<file path="src/rtl/ifu_pkg.sv">
// rtl/ifu_pkg.sv - shared types and constants for the instruction-fetch unit
package ifu_pkg;

  typedef enum logic [2:0] {
    IDLE,
    AR,
    R,
    OUT,
    WB,
    ERR
  } ifu_state_e;

  localparam logic [1:0]  RESP_OKAY        = 2'b00;
  localparam logic [31:0] NOP_INS          = 32'h0000_0013;
  localparam logic [31:0] DEFAULT_RESET_PC = 32'h8000_0000;

endpackage

</file>
<file path="src/rtl/ifu_axil_fetch_perf_counter.sv">
// rtl/ifu_axil_fetch_perf_counter.sv - free-running wrap-around event counter
module perf_counter #(
  parameter int W = 32
) (
  input  logic         clk,
  input  logic         rst,
  input  logic         inc,
  output logic [W-1:0] cnt
);

  localparam logic [W-1:0] ONE = W'(1);

  always_ff @(posedge clk or negedge rst) begin
    if (!rst) begin
      cnt <= '0;
    end else if (inc) begin
      cnt <= cnt + ONE;
    end
  end

endmodule

</file>
<file path="src/rtl/ifu_axil_fetch.sv">
// rtl/ifu_axil_fetch.sv - multicycle fetch stage: one AXI-Lite read at a time, then
// hand the instruction to decode and wait for writeback's next PC
module ifu_axil_fetch
  import ifu_pkg::*;
#(
  parameter logic [31:0] RESET_PC = DEFAULT_RESET_PC,
  parameter int          CNT_W    = 32
) (
  input  logic             clk,
  input  logic             rst,
  output logic [31:0]      araddr,
  output logic             arvalid,
  input  logic             arready,
  input  logic [31:0]      rdata,
  input  logic [1:0]       rresp,
  input  logic             rvalid,
  output logic             rready,
  output logic [31:0]      ins,
  output logic [31:0]      pc,
  output logic             ins_valid,
  input  logic             ins_ready,
  input  logic [31:0]      dnpc,
  input  logic             dnpc_valid,
  output logic             fetch_err,
  output logic             misalign_err,
  output logic [CNT_W-1:0] fetch_cnt,
  output logic [CNT_W-1:0] stall_cnt
);

  ifu_state_e state, state_nxt;
  logic ins_load, pc_load, set_fetch_err, set_misalign;
  logic fetch_done, stall;

  always_ff @(posedge clk or negedge rst) begin
    if (!rst) begin
      state <= IDLE;
    end else begin
      state <= state_nxt;
    end
  end

  always_comb begin
    state_nxt     = state;
    arvalid       = 1'b0;
    rready        = 1'b0;
    ins_valid     = 1'b0;
    ins_load      = 1'b0;
    pc_load       = 1'b0;
    set_fetch_err = 1'b0;
    set_misalign  = 1'b0;
    fetch_done    = 1'b0;
    stall         = 1'b0;
    case (state)
      IDLE: state_nxt = AR;
      AR: begin
        arvalid = 1'b1;
        if (arready) begin
          state_nxt = R;
        end else begin
          stall = 1'b1;
        end
      end
      R: begin
        rready = 1'b1;
        if (!rvalid) begin
          stall = 1'b1;
        end else if (rresp == RESP_OKAY) begin
          ins_load  = 1'b1;
          state_nxt = OUT;
        end else begin
          set_fetch_err = 1'b1;
          state_nxt     = ERR;
        end
      end
      OUT: begin
        ins_valid = 1'b1;
        if (ins_ready) begin
          fetch_done = 1'b1;
          state_nxt  = WB;
        end
      end
      WB: begin
        // The PC is taken even when misaligned so the faulting target stays visible.
        if (dnpc_valid) begin
          pc_load = 1'b1;
          if (dnpc[1:0] != 2'b00) begin
            set_misalign = 1'b1;
            state_nxt    = ERR;
          end else begin
            state_nxt = AR;
          end
        end
      end
      ERR:     state_nxt = ERR;
      default: state_nxt = ERR;
    endcase
  end

  always_ff @(posedge clk or negedge rst) begin
    if (!rst) begin
      pc           <= RESET_PC;
      ins          <= NOP_INS;
      fetch_err    <= 1'b0;
      misalign_err <= 1'b0;
    end else begin
      if (pc_load) begin
        pc <= dnpc;
      end
      if (ins_load) begin
        ins <= rdata;
      end
      if (set_fetch_err) begin
        fetch_err <= 1'b1;
      end
      if (set_misalign) begin
        misalign_err <= 1'b1;
      end
    end
  end

  assign araddr = pc;

  perf_counter #(.W(CNT_W)) u_fetch_cnt (
    .clk (clk),
    .rst (rst),
    .inc (fetch_done),
    .cnt (fetch_cnt)
  );

  perf_counter #(.W(CNT_W)) u_stall_cnt (
    .clk (clk),
    .rst (rst),
    .inc (stall),
    .cnt (stall_cnt)
  );

endmodule

</file>
<file path="config.mk">
export PLATFORM = sky130hd
export DESIGN_NAME = ifu_axil_fetch
export DESIGN_NICKNAME = d
export VERILOG_FILES = /design/src/rtl/ifu_pkg.sv /design/src/rtl/ifu_axil_fetch_perf_counter.sv /design/src/rtl/ifu_axil_fetch.sv
export SDC_FILE = /design/constraint.sdc
export NUM_CORES = 1
export LEC_CHECK = 0
export ABC_CLOCK_PERIOD_IN_PS = 2750
export BUFFER_PORTS_ARGS = -buffer_cell sky130_fd_sc_hd__buf_2
export CAP_MARGIN = 40
export CELL_PAD_IN_SITES_DETAIL_PLACEMENT = 1
export CELL_PAD_IN_SITES_GLOBAL_PLACEMENT = 2
export CORE_ASPECT_RATIO = 0.9
export CORE_UTILIZATION = 31
export CTS_CLUSTER_DIAMETER = 150
export CTS_CLUSTER_SIZE = 25
export DETAILED_ROUTE_END_ITERATION = 8
export GPL_TIMING_DRIVEN = 0
export PLACE_DENSITY_LB_ADDON = 0.1
export SETUP_SLACK_MARGIN = 0.1
export SLEW_MARGIN = 10
export SYNTH_ARGS = -nofsm -noshare
export SYNTH_HDL_FRONTEND = slang
export SYNTH_HIERARCHICAL = 1
export SYNTH_SLANG_ARGS = --single-unit
</file>
<file path="constraint.sdc">
create_clock -name clk -period 2.75 [get_ports clk]
set_input_delay 0.275 -clock clk [delete_from_list [all_inputs] [get_ports clk]]
set_output_delay 0.275 -clock clk [all_outputs]
set_load 0.005 [all_outputs]
</file>
==> flow_summary.ini <==
[pwr]
leakage_nw = 4.26
power.switching_mw = 2.11
swShare = 0.290
p_int_mw = 5.16
p_total_mw = 7.26
p_per_area_nw_per_um2 = 894
seq_power_share = 0.392
p_clk_frac = 0.318
pwr-share-comb = 0.291
irDropWorstVdd_mv = 0.470

[floorplanning]
ioPinCount = 237
dieHeight_um = 134
dieArea_sq_um = 19800
fp.dieW_um = 148
initial_utilization = 0.321
rows = 47
core_sq_um = 18600

[timing]
finClkSkew_ns = 0.0107
worst_pin_slew_ns = 0.802
period_share = 0.923
setup_viol = 0
period_minus_slack_ns = 2.54
rsz0062_at_grt = true
drv_slew = 0
final_hold_viol_count = 0
slew_headroom = 0.465
worst_slack_ns = 0.212
max_freq_mhz = 394

[detailed_routing]
firstDrtPassIters = 4
drc = 0
wirelength_um = 15900
dr.first_iter.drc_count = 126
routedWlPerCell_um = 16.5
viasPerCell = 4.59
vias = 4437
postRouteAntennaNets = 0

[finish]
final_nets = 782
drive_above_1_share = 0.524
regArea_sq_um = 3330
synthToLayoutAreaGrowth_pct = 36.2
final_cell_mix = 239 x buf_2, 129 x dfrtp_1, 38 x xnor2_1
fin_cells = 966
utilization = 0.437
multi_input_area_sq_um = 2310
fill_cells = 2075
num_antenna_cells = 0
layout_commonest_cell = buf_2

[logic_synthesis]
yosys.area.top_type = dfrtp_1
synth_seq_cells = 133
syn_area_per_cell_sq_um = 13.3
synth_area_sq_um = 5960
synthesis.nets = 523
synth_cell_types = 40
syn-instance-count = 449
synth_top_area_share = 0.541
netlist_top_cells_area = dfrtp_1 54%, xnor2_1 5.6%, mux2_4 5.3%
synth_seq_area_share = 0.559
ys.warnings.count = 6

[clocking]
htreeDepth = 4
max-clock-path-buffers = 2
cts_sinks = 133
insertion_delay_ns = 0.42
clk_pin_slew_worst_paths_ns = 0.06
cts_setup_buffers = 0
tritoncts = built
cts_made_buffers = 17
root_buffer = clkbuf_16

[grt]
overflow = 0
grt.total_usage = 0.167
grt_pass1_wl_um = 25600
grt_start_max_net_pins = 83
grt_antenna_before_repair = 0
grt_pass1_vias = 4688

[worst_setup_path]
crit_family = simple AND/OR/NAND/NOR gates
reg2reg_slack_ns = 0.21
crit_required_ns = 3.09
crit_chain = nand2b_2 -> o31ai_4 -> nand4_4 -> or4_4 -> nor4_2 -> xor2_1
worstSetupPathType = register to register
cp_slowest_cell = or4_4
cp-end-kind = register
cp_max_fo = 7
worst_ep_arrival_time_ns = 2.88
worstSetupStartpointType = register
path_buf_inv = 0
max_stage_delay_ns = 0.59

[place]
pre_cts_ws_ns = -0.168
port_buffers = 236
dp_cells = 933
hpwl_um = 12000
place_congestion = 0.742

[worst_hold_path]
hold_path.class = input port to register

[outcome]
status = finished, final reports clean

[run]
maxCapViolCount = 0
==> final timing paths <==
check                        startpoint             endpoint  cells past startpoint
max                            state[2]  u_stall_cnt/cnt[23]                      6
min                           rdata[24]              ins[24]                      2
max reg2reg                    state[2]  u_stall_cnt/cnt[23]                      6
min reg2reg                misalign_err         misalign_err                      1
max in group asynchronous           rst           araddr[31]                      3
min in group asynchronous           rst              ins[24]                      2
==> per-stage QoR <==
| step | cell area [sq um] | TNS, ns | hold WS, ns |
|---|---|---|---|
| after detailed placement | 7500 | -0.677 | 0.391 |
| after CTS | 8110 | 0 | 0.0534 |
| after global placement | 7450 | -64.90 | 0.449 |
| after floorplan | 5960 | 0 | -0.0206 |
| final | 8120 | 0 | 0.0738 |
| after global routing | 8120 | 0 | 0.0516 |
==> synthesized netlist by cell type (all sizes together) <==
library cell  count
dfstp             4
a21o              1
nor4b             1
xnor2            38
xor2             24
o21ai             4
a21oi             2
nor4             13
nor3             12
and4              8
nor3b             3
and3              8
o21bai            1
or4               2
nand4            22
nand2            22
a211oi            1
mux2             67
inv               7
o211ai            1
nor2             10
buf              40
nand2b            2
or4b              1
o31ai             1
nand3            19
dfrtp           129
and2              4
ha                2
==> power by group through the flow <==
stage | Clock, mW | Sequential (mW) | Combinational (mW)
detailed placement | 0 | 2.89 | 2.14
finish | 2.31 | 2.84 | 2.11
global placement | 0 | 2.85 | 2.10
floorplan | 0 | 2.86 | 1.11
global route | 2.45 | 2.92 | 2.32
CTS | 2.37 | 2.86 | 2.15
==> sequential cells by signal (all words and copies together) (netlist names) <==
name and cells:
ins 32, araddr 32, u_fetch_cnt/cnt 32, state 3, fetch_err 1, misalign_err 1
u_stall_cnt/cnt 32
==> repair_timing <==
action	in CTS	in global routing
endpoints found under the hold margin	78	0
gates resized for setup	1	2
hold buffers	1	0
setup endpoints to repair	16	5
==> per-layer routing <==
metal | track usage | part of all wire | vias to the layer above
li1 | - | - | 2069
met3 | 0.0493 | 0.059 | 14
met4 | 0.0533 | 0.011 | 0
met2 | 0.273 | 0.49 | 136
met5 | 0 | 0 | -
met1 | 0.213 | 0.44 | 2218
==> layout make-up <==
type,count,share of cell area
buffer,40,0.0379
clock buffer,19,0.0533
clock inverter,13,0.0197
inverter,7,0.00324
multi-input combinational,269,0.285
sequential,133,0.411
tap,245,0.0378
timing repair buffer,240,0.153
==> cell families (layout without fill, tap and decap cells) <==
| family | Yosys count | after routing | synth area share |
|---|---|---|---|
| AOI/OAI and AO/OA | 11 | 11 | 0.0145 |
| and+or+nand+nor | 127 | 127 | 0.135 |
| xor gates and xnor gates | 62 | 62 | 0.0911 |
| muxes | 67 | 67 | 0.140 |
| buffers and inverters | 47 | 319 | 0.0560 |
| DFF | 133 | 133 | 0.559 |
| adders and majority gates | 2 | 2 | 0.00420 |
No activity file was read; power rests on OpenSTA's default activity.
